`src/rtl/esn_readout.sv`:
```
// Linear readout for an echo-state network: y = sum W[i]*x[i], one MAC per clock,
// with a writable signed weight file and a saturated result plus one-cycle valid pulse.
module esn_readout #(
  parameter int RESERVOIR_SIZE = 3,
  parameter int DATA_WIDTH     = 3,
  parameter int WEIGHT_WIDTH   = 4,
  parameter int ADDR_WIDTH     = 2,
  parameter int ACC_WIDTH      = 12
) (
  input  logic                                 iClk,
  input  logic                                 iRst_n,
  input  logic                                 iEn,
  input  logic [DATA_WIDTH*RESERVOIR_SIZE-1:0] iState,
  input  logic                                 iStart,
  input  logic                                 iWeWeight,
  input  logic [ADDR_WIDTH-1:0]                iWeightAddr,
  input  logic [WEIGHT_WIDTH-1:0]              iWeightData,
  output logic [ACC_WIDTH-1:0]                 oY,
  output logic                                 oValid,
  output logic                                 oBusy
);

  // Accumulator is wide enough that the sum never wraps and the clamp bounds fit inside it.
  localparam int MIN_W = DATA_WIDTH + WEIGHT_WIDTH + ADDR_WIDTH + 1;
  localparam int INT_W = (MIN_W > ACC_WIDTH) ? MIN_W : ACC_WIDTH + 1;
  localparam int NUM_W = 2 ** ADDR_WIDTH;

  localparam logic signed [INT_W-1:0] SAT_MAX =
    {{(INT_W-ACC_WIDTH+1){1'b0}}, {(ACC_WIDTH-1){1'b1}}};
  localparam logic signed [INT_W-1:0] SAT_MIN =
    {{(INT_W-ACC_WIDTH+1){1'b1}}, {(ACC_WIDTH-1){1'b0}}};

  typedef enum logic [1:0] {IDLE, ACC, DONE} state_t;

  state_t                           state_q;
  logic [DATA_WIDTH*RESERVOIR_SIZE-1:0] snap_q;
  logic signed [INT_W-1:0]          acc_q;
  logic signed [INT_W-1:0]          acc_d;
  logic [ADDR_WIDTH-1:0]            idx_q;
  logic [WEIGHT_WIDTH-1:0]          weight_q [NUM_W];
  logic [ACC_WIDTH-1:0]             y_q;
  logic                             valid_q;

  logic [WEIGHT_WIDTH-1:0]          wSel;
  logic [DATA_WIDTH-1:0]            xSel;
  logic signed [INT_W-1:0]          wExt;
  logic signed [INT_W-1:0]          xExt;
  logic signed [INT_W-1:0]          prod;
  logic [ACC_WIDTH-1:0]             satY;

  always_comb begin
    wSel = weight_q[idx_q];
    xSel = '0;
    for (int i = 0; i < RESERVOIR_SIZE; i++) begin
      if (idx_q == ADDR_WIDTH'(i)) xSel = snap_q[i*DATA_WIDTH +: DATA_WIDTH];
    end
    wExt  = {{(INT_W-WEIGHT_WIDTH){wSel[WEIGHT_WIDTH-1]}}, wSel};
    xExt  = {{(INT_W-DATA_WIDTH){1'b0}}, xSel};
    prod  = wExt * xExt;
    acc_d = acc_q + prod;
    if (acc_q > SAT_MAX)      satY = SAT_MAX[ACC_WIDTH-1:0];
    else if (acc_q < SAT_MIN) satY = SAT_MIN[ACC_WIDTH-1:0];
    else                      satY = acc_q[ACC_WIDTH-1:0];
  end

  // Weight writes are only accepted while idle, so a readout never sees a mixed weight set.
  always_ff @(posedge iClk or negedge iRst_n) begin
    if (!iRst_n) begin
      state_q <= IDLE;
      snap_q  <= '0;
      acc_q   <= '0;
      idx_q   <= '0;
      y_q     <= '0;
      valid_q <= 1'b0;
      for (int i = 0; i < NUM_W; i++) weight_q[i] <= '0;
    end else if (iEn) begin
      valid_q <= 1'b0;
      case (state_q)
        IDLE: begin
          if (iStart) begin
            snap_q  <= iState;
            acc_q   <= '0;
            idx_q   <= '0;
            state_q <= ACC;
          end
        end
        ACC: begin
          acc_q <= acc_d;
          idx_q <= idx_q + ADDR_WIDTH'(1);
          if (idx_q == ADDR_WIDTH'(RESERVOIR_SIZE-1)) state_q <= DONE;
        end
        DONE: begin
          y_q     <= satY;
          valid_q <= 1'b1;
          state_q <= IDLE;
        end
        default: state_q <= IDLE;
      endcase
      if (state_q == IDLE && iWeWeight && int'(iWeightAddr) < RESERVOIR_SIZE)
        weight_q[iWeightAddr] <= iWeightData;
    end
  end

  assign oY     = y_q;
  assign oValid = valid_q;
  assign oBusy  = (state_q != IDLE);

endmodule

```
`config.mk`:
```
export PLATFORM = sky130hd
export DESIGN_NAME = esn_readout
export DESIGN_NICKNAME = d
export VERILOG_FILES = /design/src/rtl/esn_readout.sv
export SDC_FILE = /design/constraint.sdc
export NUM_CORES = 1
export LEC_CHECK = 0
export ABC_AREA = 1
export BUFFER_PORTS_ARGS = -buffer_cell sky130_fd_sc_hd__buf_2
export CAP_MARGIN = 20
export CORE_ASPECT_RATIO = 1.2
export CORE_UTILIZATION = 54
export DETAILED_ROUTE_END_ITERATION = 7
export PLACE_DENSITY = 0.77
export SLEW_MARGIN = 5
export SYNTH_ARGS = -nofsm -noshare
export SYNTH_HDL_FRONTEND = slang
export SYNTH_SLANG_ARGS = --single-unit
```
`constraint.sdc`:
```
create_clock -name iClk -period 4.1 [get_ports iClk]
set_clock_uncertainty 0.1 [all_clocks]
set_input_delay 1.025 -clock iClk [delete_from_list [all_inputs] [get_ports iClk]]
set_output_delay 1.025 -clock iClk [all_outputs]
set_load 0.05 [all_outputs]
```
==> results.json, run 1 <==
{
  "dp_cells": 552,
  "io_buffers": 33,
  "drtIter0Drc": 169,
  "whs_endpoint": "weight_q[1]$_DFFE_PN0P_",
  "setup_viol_count_final": 0,
  "dp_slack_ns": 0.102,
  "place_area_um2": 3760,
  "synth_top_area_frac": 0.392,
  "synth-simple-area-share": 0.263,
  "cts_tree": "done",
  "track_usage": 0.241,
  "syn-instance-count": 443,
  "synth_most_common_cell": "nand2_1",
  "synth_top_cells_by_count": "nand2_1 (160), dfrtp_1 (55), inv_1 (53)",
  "fp.dieH_um": 90.3,
  "slowest_delay_ns": 0.51,
  "required_ns": 4.24,
  "crit_top_cell": "nand2_1",
  "r2r-start": "idx_q[0]$_DFFE_PN0P_",
  "yosys_register_bits": 55,
  "antenna_found_initial": 0,
  "wl_per_cell_um": 13.0,
  "finalWirelength_um": 7290,
  "crit_type": "register to register",
  "io_pins": 34,
  "synthTopCellsByArea": "dfrtp_1 (39%), nand2_1 (17%), ha_1 (8.9%)",
  "n_antenna_cell": 0,
  "path_clk_slew_ns": 0.10,
  "rows": 31,
  "finalInstanceArea_um2": 3880,
  "max_freq_ghz": 0.262,
  "ant_nets": 0,
  "grt_pass1_vias": 2887,
  "hpwl_um": 5770,
  "period_share": 0.930,
  "endpoint_kind": "register",
  "synth-xor-area-share": 0.00749,
  "min_path_cells": 0,
  "dieArea_um2": 6820,
  "grt_max_degree": 38,
  "grt_pass1_wl_um": 12600,
  "clock_sinks": 55,
  "r2r_cells": 19,
  "coreArea_um2": 6170,
  "drtPass1Iterations": 4,
  "min_path_type": "register to register",
  "worstHoldStart": "weight_q[1]$_DFFE_PN0P_",
  "gp_congestion": 0.856,
  "netlist_area_um2": 3510,
  "yosysTopAreaCell": "dfrtp_1",
  "finalSetupTns_ns": 0,
  "synthAdderAreaFrac": 0.169,
  "viasPerCell": 5.14,
  "final-instance-count-excl-fill": 560,
  "r2r_end": "acc_q[8]$_DFFE_PN0P_",
  "num_vias": 2879,
  "cts_made_buffers": 5,
  "yosysSeqAreaShare": 0.392,
  "overflow": 0,
  "nFillCells": 540,
  "h-tree-depth": 2,
  "crit_slowest_cell": "fa_1",
  "cts_buffer_depth": 2,
  "die_w_um": 75.6,
  "status": "completed",
  "cp-start-kind": "register",
  "crit_path_cell_trace": "inv_1 -> ha_1 -> inv_2 -> nand2_1 -> o22ai_2 -> nor2_1 -> ha_1 -> inv_1 -> fa_1 -> fa_1 -> inv_1 -> ha_1 -> nand2_1 -> nand3_1 -> nand2_1 -> nand3_1 -> nand2_1 -> nand2_1 -> o21ai_0",
  "synthFlopType": "dfrtp_1",
  "synth_top_family_by_area": "simple AND/OR/NAND/NOR gates",
  "num-nets-final": 536,
  "root_buffer": "clkbuf_8",
  "ys_warn_count": 0,
  "synth_fp_nets": 502,
  "slew_violations": 0,
  "synthMuxAreaShare": 0,
  "area_growth_pct": 10.7,
  "post-route-drc-count": 0,
  "slew_headroom": 0.638,
  "maxCapViolCount": 0,
  "ys_async_sr_fraction": 1.00,
  "cp.arrival_ns": 3.95,
  "drive_gt1_frac": 0.144,
  "regArea_um2": 1380,
  "synth_edf_count": 0,
  "tightest_slew_ns": 0.541,
  "ys_types": 32,
  "clk_latency_ns": 0.32,
  "multi_input_area_um2": 1890,
  "synth_compound_area_frac": 0.0910,
  "hold_viol": 0,
  "path_max_fanout": 8,
  "initial_core_util": 0.569,
  "min_period_ns": 3.81,
  "fin_ws_ns": 0.286,
  "r2r_slack_ns": 0.29,
  "synth.avg_cell_area_um2": 7.92
}
==> worst max-delay path, delay by kind of cell (launching register included) <==
kind	cells	cell delay (ns)
AOI/OAI and AO/OA	2	0.34
DFF	1	0.39
buffers and inverters	4	0.30
adders and majority gates	5	1.85
and+or+nand+nor	8	0.75
==> sequential cells by signal, summed over array words and instances, names as in the netlist <==
signal    cells
oY           12
snap_q        9
weight_q     16
state_q       2
idx_q         2
oValid        1
acc_q        13
==> layout by cell type (no fill, tap or decap), types with 2 or more instances in the layout <==
cell type  Yosys  layout
clkbuf_8       0       5
inv_2          4       6
o21ai_0       18      18
nor2_1        31      29
o21ai_1       12      12
buf_2          2      33
inv_1         53      52
ha_1          25      23
fa_1          14      14
ha_2           0       2
dfrtp_1       55      55
buf_4          2       4
nand2_1      160     160
a32o_1         3       3
o22ai_2        0       2
o22ai_1        8       6
nand4_1        3       3
nand2_2        4       4
nor2_2         2       3
nand3_1       19      19
xnor2_1        2       2
a21oi_1        7       7
==> layer usage <==
metal  share of wire  global-route usage
met5               0                   0
met4           0.041               0.117
met3           0.034              0.0435
met2            0.49               0.407
met1            0.43               0.288
==> through the flow <==
stage | hold WS (ns) | utilization
3_5_place_dp | 0.266 | 0.609
2_1_floorplan | 0.329 | -
4_1_cts | 0.291 | 0.625
6_report | 0.287 | 0.629
5_1_grt | 0.303 | 0.629
3_3_place_gp | 0.265 | 0.609
==> cells by family after synthesis <==
group,after synthesis
DFF,55
adders and majority gates,39
buffers and inverters,69
and+or+nand+nor,224
xor gates and xnor gates,3
AOI/OAI and AO/OA,53
==> worst max path at each step <==
stage	slack, ns	end	start	cells past startpoint
2_1_floorplan	0.17	acc_q[7]$_DFFE_PN0P_	idx_q[0]$_DFFE_PN0P_	21
3_3_place_gp	0.23	acc_q[11]$_DFFE_PN0P_	idx_q[0]$_DFFE_PN0P_	20
3_5_place_dp	0.10	acc_q[11]$_DFFE_PN0P_	idx_q[1]$_DFFE_PN0P_	20
4_1_cts	0.06	acc_q[9]$_DFFE_PN0P_	idx_q[1]$_DFFE_PN0P_	19
5_1_grt	-0.01	acc_q[10]$_DFFE_PN0P_	idx_q[0]$_DFFE_PN0P_	21
6_report	0.29	acc_q[8]$_DFFE_PN0P_	idx_q[0]$_DFFE_PN0P_	19
==> cell type report <==
class / instances / area share
Multi-Input combinational cell: 319 / 0.487
Sequential cell: 55 / 0.355
Inverter: 59 / 0.0571
Timing Repair Buffer: 37 / 0.0503
Tap cell: 82 / 0.0264
Clock buffer: 5 / 0.0177
Clock inverter: 3 / 0.00709
==> repair_timing <==
action,4_1_cts,5_1_grt
endpoints found under the setup margin,0,9
hold buffers,0,0
resized for setup,0,9
setup buffers,0,0
hold endpoints to repair,0,0
Power of run 1 is left out: the tool's default activity adds up to more than one toggle a clock period on the data nets, which glitch-free logic cannot reach.
==> run 2, diff against run 1 <==
--- a/config.mk
+++ b/config.mk
@@ -11,7 +11,7 @@
 export CORE_ASPECT_RATIO = 1.2
 export CORE_UTILIZATION = 54
 export DETAILED_ROUTE_END_ITERATION = 7
-export PLACE_DENSITY = 0.77
+export PLACE_DENSITY = 0.73
 export SLEW_MARGIN = 5
 export SYNTH_ARGS = -nofsm -noshare
 export SYNTH_HDL_FRONTEND = slang
==> run 2 against run 1 <==
  * Global-route usage about the same
  * Critical path type unchanged
  * Critical path depth stayed put
  * First-iteration DRC count up 18%
==> results.json, run 2 (same netlist as run 1, synthesis figures left out) <==
{
  "cp-start-kind": "register",
  "place_area_um2": 3760,
  "grt_max_degree": 37,
  "coreArea_um2": 6170,
  "track_usage": 0.241,
  "required_ns": 4.23,
  "drtIter0Drc": 200,
  "top_register": "weight_q",
  "postCtsHoldBufs": 0,
  "area_growth_pct": 12.1,
  "finalWirelength_um": 7510,
  "min_period_ns": 3.79,
  "r2r_slack_ns": 0.31,
  "status": "completed",
  "cp.arrival_ns": 3.93,
  "clk_latency_ns": 0.31,
  "n_antenna_cell": 0,
  "cts_buffer_depth": 2,
  "antenna_found_initial": 0,
  "num-nets-final": 538,
  "rsz0062_at_grt": "no",
  "crit_path_cell_trace": "buf_4 -> ha_2 -> nand2_1 -> nand2_1 -> o22ai_4 -> nor2_1 -> ha_1 -> inv_1 -> fa_1 -> fa_1 -> inv_1 -> ha_1 -> nand2_1 -> nand3_2 -> nand2_1 -> nand3_1 -> nand2_1 -> nand2_1 -> o21ai_0",
  "crit_type": "register to register",
  "setup_viol_count_final": 0,
  "min_path_type": "register to register",
  "slew_headroom": 0.446,
  "hpwl_um": 5810,
  "clock_sinks": 55,
  "ant_nets": 0,
  "root_buffer": "clkbuf_8",
  "r2r_end": "acc_q[8]$_DFFE_PN0P_",
  "io_buffers": 33,
  "r2r_cells": 19,
  "slew_violations": 0,
  "slowest_delay_ns": 0.52,
  "finalSetupTns_ns": 0,
  "overflow": 0,
  "maxCapViolCount": 0,
  "finalInstanceArea_um2": 3930,
  "fp.dieH_um": 90.3,
  "dieArea_um2": 6820,
  "worst-path-buf-inv": 3,
  "gp_congestion": 0.862,
  "max_freq_ghz": 0.264,
  "die_w_um": 75.6,
  "crit_slowest_cell": "fa_1",
  "crit_top_cell": "nand2_1",
  "num_vias": 2862,
  "path_depth": 19,
  "h-tree-depth": 2,
  "whs_endpoint": "weight_q[1]$_DFFE_PN0P_",
  "initial_core_util": 0.569,
  "r2r-start": "idx_q[0]$_DFFE_PN0P_",
  "crit_family": "adder cells",
  "post-route-drc-count": 0,
  "drtPass1Iterations": 4,
  "path_clk_slew_ns": 0.10,
  "drive_gt1_frac": 0.156,
  "grt_pass1_vias": 2848,
  "largest_register_ffs": 16,
  "path_max_fanout": 6,
  "wl_per_cell_um": 13.4,
  "cts_made_buffers": 5,
  "hold_viol": 0,
  "viasPerCell": 5.09,
  "final_common_cell": "nand2_1",
  "period_share": 0.925,
  "grt_pass1_wl_um": 12500,
  "endpoint_kind": "register",
  "min_path_cells": 0,
  "rows": 31,
  "io_pins": 34,
  "final_cell_mix": "nand2_1 (160), dfrtp_1 (55), inv_1 (52), buf_2 (33), nor2_1 (27)",
  "worstHoldStart": "weight_q[1]$_DFFE_PN0P_",
  "tightest_slew_ns": 0.831,
  "cts_tree": "done"
}
-- run 2: worst reg2reg max path: stages (launching register included) --
cell	delay, ns
dfrtp_1	0.40
buf_4	0.14
ha_2	0.21
nand2_1	0.08
nand2_1	0.08
o22ai_4	0.17
nor2_1	0.08
ha_1	0.27
inv_1	0.05
fa_1	0.48
fa_1	0.52
inv_1	0.04
ha_1	0.38
nand2_1	0.15
nand3_2	0.14
nand2_1	0.09
nand3_1	0.08
nand2_1	0.07
nand2_1	0.04
o21ai_0	0.15
-- run 2: stage by stage --
step / hold slack (ns) / utilization / setup WS, ns / cells
finish: 0.286 / 0.637 / 0.308 / 562
CTS: 0.291 / 0.625 / 0.0252 / 561
global route: 0.296 / 0.637 / 0.00204 / 562
global placement: 0.267 / 0.610 / 0.148 / 553
detailed placement: 0.266 / 0.610 / 0.0822 / 553
floorplan: 0.329 / - / 0.174 / 443
-- run 2: worst max path at each step --
| stage | startpoint | endpoint | slack (ns) |
|---|---|---|---|
| floorplan | idx_q[0]$_DFFE_PN0P_ | acc_q[7]$_DFFE_PN0P_ | 0.17 |
| global placement | idx_q[0]$_DFFE_PN0P_ | acc_q[8]$_DFFE_PN0P_ | 0.15 |
| detailed placement | idx_q[0]$_DFFE_PN0P_ | acc_q[8]$_DFFE_PN0P_ | 0.08 |
| CTS | idx_q[0]$_DFFE_PN0P_ | acc_q[12]$_DFFE_PN0P_ | 0.03 |
| global route | idx_q[0]$_DFFE_PN0P_ | acc_q[8]$_DFFE_PN0P_ | 0.002 |
| finish | idx_q[0]$_DFFE_PN0P_ | acc_q[8]$_DFFE_PN0P_ | 0.31 |
-- run 2: layout make-up --
type                       count  area (um2)
multi-input combinational    319        1920
fill                         542        2240
timing repair buffer          39         210
inverter                      59         224
tap                           82         103
clock inverter                 3        23.8
clock buffer                   5        68.8
sequential                    55        1380
-- run 2: layer usage --
metal | up-vias | part of all wire | GRT usage
met2 | 59 | 0.52 | 0.440
met5 | - | 0 | 0
met3 | 24 | 0.028 | 0.0368
met1 | 1320 | 0.42 | 0.277
met4 | 0 | 0.034 | 0.0802
li1 | 1459 | - | -
-- run 2: what timing repair did --
| item | in CTS | in global routing |
|---|---|---|
| gates resized for setup | 0 | 15 |
| endpoints found under the setup margin | 0 | 9 |
| hold endpoints to repair | 0 | 0 |
| buffers inserted | 0 | 1 |
Power of run 2 is left out for the same reason.
==> run 3, diff against run 2 <==
--- a/config.mk
+++ b/config.mk
@@ -9,9 +9,10 @@
 export BUFFER_PORTS_ARGS = -buffer_cell sky130_fd_sc_hd__buf_2
 export CAP_MARGIN = 20
 export CORE_ASPECT_RATIO = 1.2
-export CORE_UTILIZATION = 54
+export CORE_UTILIZATION = 56
+export CTS_BUF_LIST = sky130_fd_sc_hd__clkbuf_8
 export DETAILED_ROUTE_END_ITERATION = 7
-export PLACE_DENSITY = 0.73
+export PLACE_DENSITY = 0.75
 export SLEW_MARGIN = 5
 export SYNTH_ARGS = -nofsm -noshare
 export SYNTH_HDL_FRONTEND = slang
==> run 3 against run 2 <==
  * Die area fell by 3.5%
  * Critical path type unchanged
  * Register-to-register slack got worse by 0.10 ns
  * Non-clock buffer count did not move
  * Highest routed layer unchanged
  * Sequential cell count did not move
==> results.json, run 3 (same netlist as run 1, synthesis figures left out) <==
{
  "rows": 31,
  "grt_max_degree": 30,
  "cts_tree": "done",
  "io_buffers": 33,
  "status": "completed",
  "maxCapViolCount": 0,
  "cp.arrival_ns": 4.00,
  "grt.busiest_layer": "met2",
  "path_max_fanout": 8,
  "period_share": 0.950,
  "grt_pass1_wl_um": 12400,
  "final_common_cell": "nand2_1",
  "hold_viol": 0,
  "dp_cells": 553,
  "initial_core_util": 0.580,
  "crit_type": "register to register",
  "drtIter0Drc": 129,
  "nFillCells": 549,
  "r2r_cells": 19,
  "viasPerCell": 5.10,
  "fp.dieH_um": 88.7,
  "crit_slowest_cell": "fa_1",
  "root_buffer": "clkbuf_8",
  "ant_nets": 0,
  "finalInstanceArea_um2": 3930,
  "place_area_um2": 3760,
  "clk_latency_ns": 0.31,
  "num-nets-final": 538,
  "drive_gt1_frac": 0.160,
  "endpoint_kind": "register",
  "area_growth_pct": 12.2,
  "io_pins": 34,
  "cts_made_buffers": 5,
  "slowest_delay_ns": 0.53,
  "min_period_ns": 3.89,
  "final_cell_mix": "nand2_1 (160), dfrtp_1 (55), inv_1 (52), buf_2 (33), nor2_1 (27)",
  "required_ns": 4.21,
  "grt_pass1_vias": 2735,
  "path_clk_slew_ns": 0.10,
  "cp-start-kind": "register",
  "whs_endpoint": "weight_q[0]$_DFFE_PN0P_",
  "crit_path_cell_trace": "buf_4 -> buf_4 -> o21ai_0 -> o22ai_1 -> inv_1 -> nor2_2 -> ha_1 -> fa_1 -> inv_1 -> fa_1 -> inv_1 -> ha_1 -> inv_1 -> nand2_1 -> and2_1 -> nand2_1 -> nand3b_1 -> nand3_1 -> nand2_1",
  "die_w_um": 74.2,
  "drtPass1Iterations": 4,
  "tightest_slew_ns": 0.694,
  "antenna_found_initial": 0,
  "dieArea_um2": 6580,
  "worstHoldStart": "weight_q[0]$_DFFE_PN0P_",
  "r2r_slack_ns": 0.21,
  "crit_family": "adder cells",
  "num_vias": 2867,
  "cts_buffer_depth": 2,
  "gp_congestion": 0.886,
  "track_usage": 0.250,
  "worst-path-buf-inv": 6,
  "crit_top_cell": "inv_1",
  "setup_viol_count_final": 0,
  "clock_sinks": 55,
  "max_freq_ghz": 0.257,
  "met3_usage": 0.0433,
  "min_path_type": "register to register",
  "post-route-drc-count": 0,
  "coreArea_um2": 6050,
  "met1_usage": 0.290,
  "h-tree-depth": 2,
  "n_antenna_cell": 0,
  "r2r-start": "idx_q[0]$_DFFE_PN0P_",
  "top_register": "weight_q",
  "hpwl_um": 6040,
  "slew_violations": 0,
  "overflow": 0,
  "min_path_cells": 0,
  "grtUsageMet2": 0.470,
  "final-instance-count-excl-fill": 562,
  "wl_per_cell_um": 13.7,
  "r2r_end": "acc_q[7]$_DFFE_PN0P_",
  "finalWirelength_um": 7720,
  "post-route-util": 0.650,
  "slew_headroom": 0.537,
  "largest_register_ffs": 16
}
[run 3: metrics by stage]
step / setup slack [ns] / TNS [ns] / hold slack [ns]
after floorplan: 0.174 / 0 / 0.329
after global placement: 0.195 / 0 / 0.266
after detailed placement: 0.0983 / 0 / 0.269
after CTS: 0.0725 / 0 / 0.292
after global routing: -0.0255 / -0.0387 / 0.311
final: 0.207 / 0 / 0.289
[run 3: timing repair]
| action | 4_1_cts | 5_1_grt |
|---|---|---|
| gates resized for setup | 0 | 17 |
| endpoints found under the setup margin | 0 | 9 |
| setup buffers | 0 | 1 |
| hold endpoints to repair | 0 | 0 |
| hold buffers | 0 | 0 |
[run 3: layout make-up]
cell class | instances | area [um2] | share of cell area
clock buffers | 5 | 68.8 | 0.0175
clock inverters | 3 | 23.8 | 0.00604
inverters | 59 | 224 | 0.0569
multi-input cells | 319 | 1930 | 0.490
flip-flops and latches | 55 | 1380 | 0.350
well taps | 82 | 103 | 0.0261
repair buffers | 39 | 210 | 0.0534
[run 3: worst max-delay path by stage]
stage                                     from  slack (ns)  depth (start not counted)               endpoint
after floorplan           idx_q[0]$_DFFE_PN0P_        0.17                         21   acc_q[7]$_DFFE_PN0P_
final                     idx_q[0]$_DFFE_PN0P_        0.21                         19   acc_q[7]$_DFFE_PN0P_
after CTS                 idx_q[0]$_DFFE_PN0P_        0.07                         19   acc_q[9]$_DFFE_PN0P_
after detailed placement  idx_q[0]$_DFFE_PN0P_         0.1                         19   acc_q[9]$_DFFE_PN0P_
after global routing      idx_q[0]$_DFFE_PN0P_       -0.03                         19   acc_q[7]$_DFFE_PN0P_
after global placement    idx_q[0]$_DFFE_PN0P_        0.20                         19  acc_q[10]$_DFFE_PN0P_
[run 3: routing by layer]
layer | vias to the layer above | routed length [um]
met5 | - | 0
met3 | 10 | 145
met1 | 1364 | 3350
li1 | 1460 | -
met2 | 33 | 4120
met4 | 0 | 110
Power of run 3 is left out for the same reason.
